### src/rtl/branch_predictor_pkg.sv
// Shared encodings for the branch predictor: counter states, MODE values, update ops.
// Also holds a saturating 32-bit increment used by the statistics counters.
package branch_predictor_pkg;

    localparam logic [1:0] CNT_SNT = 2'b00;
    localparam logic [1:0] CNT_WNT = 2'b01;
    localparam logic [1:0] CNT_WT  = 2'b10;
    localparam logic [1:0] CNT_ST  = 2'b11;

    localparam int MODE_STATIC  = 0;
    localparam int MODE_BIMODAL = 1;

    typedef enum logic [2:0] {
        BR_NONE  = 3'd0,
        BR_INC   = 3'd1,
        BR_ALLOC = 3'd2,
        BR_DEC   = 3'd3,
        BR_CLEAR = 3'd4
    } br_op_e;

    function automatic logic [31:0] sat_inc32(input logic [31:0] val, input logic en);
        return (en && (val != 32'hFFFF_FFFF)) ? val + 32'd1 : val;
    endfunction

endpackage

### src/rtl/branch_predictor_sat_cnt2.sv
// 2-bit saturating counter next-state; combinational, no backpressure.
// inc and dec together leave the counter unchanged.
module sat_cnt2
    import branch_predictor_pkg::*;
(
    input  logic [1:0] counter_i,
    input  logic       inc_i,
    input  logic       dec_i,
    output logic [1:0] next_o
);

    always_comb begin
        next_o = counter_i;
        if (inc_i && !dec_i && (counter_i != CNT_ST)) begin
            next_o = counter_i + 2'd1;
        end else if (dec_i && !inc_i && (counter_i != CNT_SNT)) begin
            next_o = counter_i - 2'd1;
        end
    end

endmodule

### src/rtl/branch_predictor.sv
// Bimodal predictor with direct-mapped BTB; zero-cycle lookup, one-cycle update.
// No backpressure: one resolution accepted every cycle.
module branch_predictor
    import branch_predictor_pkg::*;
#(
    parameter int         XLEN     = 32,
    parameter int         ENTRIES  = 16,
    parameter int         MODE     = 1,
    parameter logic [1:0] CNT_INIT = 2'b01
) (
    input  logic            clk,
    input  logic            reset,
    input  logic [XLEN-1:0] if_pc,
    output logic            pred_taken,
    output logic [XLEN-1:0] pred_target,
    input  logic            upd_valid,
    input  logic [XLEN-1:0] upd_pc,
    input  logic            upd_is_branch,
    input  logic            upd_taken,
    input  logic [XLEN-1:0] upd_target,
    input  logic            upd_pred_taken,
    input  logic [XLEN-1:0] upd_pred_target,
    output logic            mispredict,
    output logic [XLEN-1:0] redirect_pc,
    output logic [31:0]     branch_cnt,
    output logic [31:0]     miss_cnt
);

    localparam int IDX  = $clog2(ENTRIES);
    localparam int TAGW = XLEN - IDX - 2;

    logic            valid_q [ENTRIES];
    logic [TAGW-1:0] tag_q   [ENTRIES];
    logic [XLEN-1:0] tgt_q   [ENTRIES];
    logic [1:0]      cnt_q   [ENTRIES];

    logic [31:0] branch_cnt_q, branch_cnt_d;
    logic [31:0] miss_cnt_q, miss_cnt_d;

    logic [IDX-1:0]  if_idx, upd_idx;
    logic [TAGW-1:0] if_tag, upd_tag;
    logic            lookup_hit, upd_hit;
    br_op_e          op_d;
    logic [1:0]      cnt_next;
    logic            unused_pc_bits;

    assign if_idx  = if_pc[IDX+1:2];
    assign if_tag  = if_pc[XLEN-1:IDX+2];
    assign upd_idx = upd_pc[IDX+1:2];
    assign upd_tag = upd_pc[XLEN-1:IDX+2];
    assign unused_pc_bits = ^{if_pc[1:0], upd_pc[1:0]};

    assign lookup_hit = valid_q[if_idx] && (tag_q[if_idx] == if_tag);
    assign upd_hit    = valid_q[upd_idx] && (tag_q[upd_idx] == upd_tag);

    assign pred_taken  = (MODE == MODE_BIMODAL) && reset && lookup_hit && cnt_q[if_idx][1];
    assign pred_target = pred_taken ? tgt_q[if_idx] : if_pc + XLEN'(4);

    assign mispredict  = reset && upd_valid &&
                         ((upd_taken != upd_pred_taken) ||
                          (upd_taken && (upd_target != upd_pred_target)));
    assign redirect_pc = upd_taken ? upd_target : upd_pc + XLEN'(4);

    // A non-branch that hits means an aliased PC; drop the stale entry.
    always_comb begin
        op_d = BR_NONE;
        if ((MODE == MODE_BIMODAL) && upd_valid) begin
            if (!upd_is_branch) begin
                op_d = upd_hit ? BR_CLEAR : BR_NONE;
            end else if (upd_taken) begin
                op_d = upd_hit ? BR_INC : BR_ALLOC;
            end else begin
                op_d = upd_hit ? BR_DEC : BR_NONE;
            end
        end
    end

    sat_cnt2 u_sat_cnt2 (
        .counter_i (cnt_q[upd_idx]),
        .inc_i     (op_d == BR_INC),
        .dec_i     (op_d == BR_DEC),
        .next_o    (cnt_next)
    );

    always_ff @(posedge clk) begin
        if (!reset) begin
            for (int i = 0; i < ENTRIES; i++) begin
                valid_q[i] <= 1'b0;
                cnt_q[i]   <= CNT_INIT;
            end
        end else begin
            case (op_d)
                BR_INC: begin
                    cnt_q[upd_idx] <= cnt_next;
                    tgt_q[upd_idx] <= upd_target;
                end
                BR_ALLOC: begin
                    valid_q[upd_idx] <= 1'b1;
                    tag_q[upd_idx]   <= upd_tag;
                    tgt_q[upd_idx]   <= upd_target;
                    cnt_q[upd_idx]   <= CNT_WT;
                end
                BR_DEC:   cnt_q[upd_idx]   <= cnt_next;
                BR_CLEAR: valid_q[upd_idx] <= 1'b0;
                default:  ;
            endcase
        end
    end

    assign branch_cnt_d = sat_inc32(branch_cnt_q, upd_valid && upd_is_branch);
    assign miss_cnt_d   = sat_inc32(miss_cnt_q, mispredict);

    always_ff @(posedge clk) begin
        if (!reset) begin
            branch_cnt_q <= 32'd0;
            miss_cnt_q   <= 32'd0;
        end else begin
            branch_cnt_q <= branch_cnt_d;
            miss_cnt_q   <= miss_cnt_d;
        end
    end

    assign branch_cnt = branch_cnt_q;
    assign miss_cnt   = miss_cnt_q;

endmodule

### config.mk
export PLATFORM = sky130hd
export DESIGN_NAME = branch_predictor
export DESIGN_NICKNAME = d
export VERILOG_FILES = /design/src/rtl/branch_predictor_pkg.sv /design/src/rtl/branch_predictor_sat_cnt2.sv /design/src/rtl/branch_predictor.sv
export SDC_FILE = /design/constraint.sdc
export NUM_CORES = 1
export LEC_CHECK = 0
export CAP_MARGIN = 20
export CORE_UTILIZATION = 39
export DETAILED_ROUTE_END_ITERATION = 16
export PLACE_DENSITY = 0.59
export SETUP_SLACK_MARGIN = 0.4
export SLEW_MARGIN = 25
export SYNTH_ARGS = -nofsm -noshare
export SYNTH_HDL_FRONTEND = slang
export SYNTH_SLANG_ARGS = --single-unit
### constraint.sdc
create_clock -name clk -period 5.28 [get_ports clk]
set_input_delay 1.056 -clock clk [delete_from_list [all_inputs] [get_ports clk]]
set_output_delay 1.056 -clock clk [all_outputs]
set_load 0.02 [all_outputs]
==> flow_summary.yaml <==
synthesis:
  ys_types: 73
  ys_seq_elements: 1040
  synthTopCellsByArea: "edfxtp_1 61%, mux4_2 17%, dfxtp_1 3.4%"
  synth.most_common_cell: "edfxtp_1"
  ys.flop_type: "edfxtp_1"
  yosys-top-cells-count: "960 x edfxtp_1, 368 x mux4_2, 161 x nand2_1"
  synth.avg_cell_area_um2: 17.5
  ys_warn_count: 0
  synth_async_sr_flop_share_pct: 0
  synth_enable_flop_cells: 960
  syn_nets: 2854
  netlist_area_um2: 47500
  yosysTopAreaCellShare_pct: 60.7
  synthCells: 2711
  yosysTopAreaCell: "edfxtp_1"
  yosysSeqAreaShare_pct: 64.1
setup_path:
  crit_fanout: 8
  path_cells: "buf_16 -> buf_12 -> buf_12 -> buf_16 -> mux4_2 -> mux4_2 -> xor2_4 -> nor4_2 -> buf_4 -> nand3_4 -> buf_12 -> buf_16 -> mux2_4 -> buf_6"
  crit_arrival_ns: 4.21
  cp-end-kind: "primary output"
  path_class: "in -> out"
  critPathRequiredTime_ns: 4.22
  critPathSlowestCell: "mux4_2"
  worstSetupStartpointType: "primary input"
  slowest_delay_ns: 0.53
  r2r_cells: 10
drt:
  post_drt_via_cell_ratio: 5.94
  drc: 0
  avgRoutedWirePerCell_um: 30.4
  antenna_left: 0
  route.final.wire_length_mm: 150
  via_count: 29287
  firstDrtPassIters: 6
  first_iter_violations: 3524
global_route:
  track_usage_pct: 24.1
  grt_pass1_vias: 29424
  grt_max_degree: 74
  grt_pass1_wl_mm: 212
  antenna_found_initial: 7
  grt_overflow: 0
floorplan:
  die_area_um2: 123000
  core_um2: 120000
  die_y_um: 351
  start_util_pct: 39.5
  die_w_um: 351
  row_count: 127
  ios: 264
min_path:
  min_path_type: "reg -> reg"
  worstHoldPathCells: 2
pwr:
  p_leak_nw: 19.2
  pwr-share-clk_pct: 40.8
  p_int_mw: 14.0
  peakVddDrop_mv: 0.256
  power_frac_comb_pct: 9.5
  netSwitchingFraction_pct: 22.9
  p_per_area_nw_per_um2: 312
  power_frac_seq_pct: 49.7
  p_switching_mw: 4.18
sta:
  max-slew-margin-rel_pct: 47.7
  finalSetupViolCount: 0
  post-route-period-util_pct: 99.7
  fmax_mhz: 190
  hold_viol: 0
  finalClockSkew_ns: 0.0376
  slew_viol_final: 0
  worst_slew_pin_slew_ns: 0.782
  rsz0062_at_grt: "true"
  period_needed_ns: 5.26
finish:
  fin_nets: 3371
  fin_area_um2: 58500
  area_growth_pct: 23.1
  final_cell_count_no_fill: 4927
  fillCellCount: 9996
  drive_gt1_share_pct: 31.2
run:
  maxCapViolations: 0
clocking:
  clk_latency_ns: 0.70
  numCtsBuffers: 109
  cts.clk_slew.worst_paths_ns: 0.05
  root_buffer: "clkbuf_16"
  clock_sink_count: 1040
  htreeDepth: 3
  clock_tree.buffer_depth: 3
  cts_tree: "yes"
placed_design:
  detailed_place.area_um2: 54200
  port_buffers: 263
  gp_congestion: 0.883
  dpl.hpwl_mm: 100
  dp.cells: 4708
status:
  outcome: "finished clean"
-- cells in the final DEF (no fill, tap or decap), drive strengths merged, types with 5 or more instances in the layout --
cell type      Yosys  final
bufinv             0      5
nand2            161    161
clkbuf            86    156
nand3             98     98
xor2              85     85
and4              15     15
and3              23     23
or3               18     18
o22ai              6      6
a22oi              8      8
inv               33     34
mux2i             72     72
edfxtp           960    960
and2              14     14
clkinvlp           0      5
nor2b              5      5
nor4              13     13
a21oi             57     57
dfxtp             80     80
clkinv             0     38
nand4             39     39
o31a              16     16
o21ai             77     77
nor2             111    111
or4                9      9
nor3b              7      7
mux2              48     48
a221oi            11     11
ha                 9      9
o211ai             8      8
dlygate4sd2        0      7
nor3              12     12
o31ai              9      9
buf               85    360
mux4             391    391
xnor2            102    102
clkdlybuf4s50      0    197
-- what timing repair did --
action	CTS	global route
endpoints found under the setup margin	49	45
pin swaps	6	7
hold buffers	0	0
gates cloned	6	1
setup buffers	10	4
resized for setup	265	46
-- registers in the layout, indices dropped and copies added (netlist names) --
name	count
tgt_q	512
tag_q	416
miss_cnt	32
branch_cnt	32
valid_q	16
cnt_q	32
-- power groups by stage --
stage | clock network (mW) | logic (mW) | registers [mW]
floorplan | 0 | 0.850 | 9.23
global placement | 0 | 1.64 | 9.23
finish | 7.45 | 1.72 | 9.06
CTS | 7.57 | 1.71 | 9.06
global route | 7.85 | 1.81 | 9.06
detailed placement | 0 | 1.66 | 9.23
-- final timing paths --
kind | startpoint | to | slack [ns]
worst max-delay path | if_pc[2] | pred_target[19] | 0.02
worst min-delay path | miss_cnt[23] | miss_cnt[23] | 0.49
worst max register to register | tag_q[14][19] | tag_q[9][19] | 1.54
worst min register to register | miss_cnt[23] | miss_cnt[23] | 0.49
-- per-stage QoR --
stage	hold slack, ns	setup WS [ns]	power [mW]	util (%)	TNS (ns)
after floorplan	0.469	0.350	10.1	-	0
after global placement	0.480	-0.522	10.9	45.1	-12.02
after detailed placement	0.488	-0.529	10.9	45.1	-13.12
after CTS	0.496	-0.0415	18.3	48.5	-0.101
after global routing	0.533	-0.0772	18.7	48.6	-1.06
final	0.494	0.0160	18.2	48.6	0
-- worst max-delay path: cells and delay by family --
kind / cells / cell delay (ns)
muxes: 3 / 1.34
xor gates and xnor gates: 1 / 0.19
and+or+nand+nor: 2 / 0.42
buffers and inverters: 8 / 1.16
-- cell type report --
class	count	area [um2]	share of cell area, %
timing repair buffer	577	6010	10.3
tap	1612	2020	3.45
sequential	1040	30400	52.0
clock inverter	49	442	0.755
multi-input combinational	1467	16400	28.1
inverter	33	124	0.212
antenna	2	5.00	0.00856
clock buffer	147	3010	5.15
-- logic make-up after synthesis --
| logic type | count (synthesis) | synth area share [%] |
|---|---|---|
| fa+ha+maj | 9 | 0.237 |
| compound gates | 212 | 2.74 |
| flops | 1040 | 64.1 |
| mux | 511 | 21.4 |
| xor+xnor | 187 | 3.45 |
| simple gates | 548 | 5.84 |
| buf+inv | 204 | 2.25 |
-- routing by layer --
metal	routed length, um	part of all wire, %	track usage, %
met1	62400	42	34.0
met2	71200	47	38.6
met3	12500	8.3	4.51
met4	3820	2.5	5.97
met5	27	0.018	0
Power figures use the tool's default switching activity.
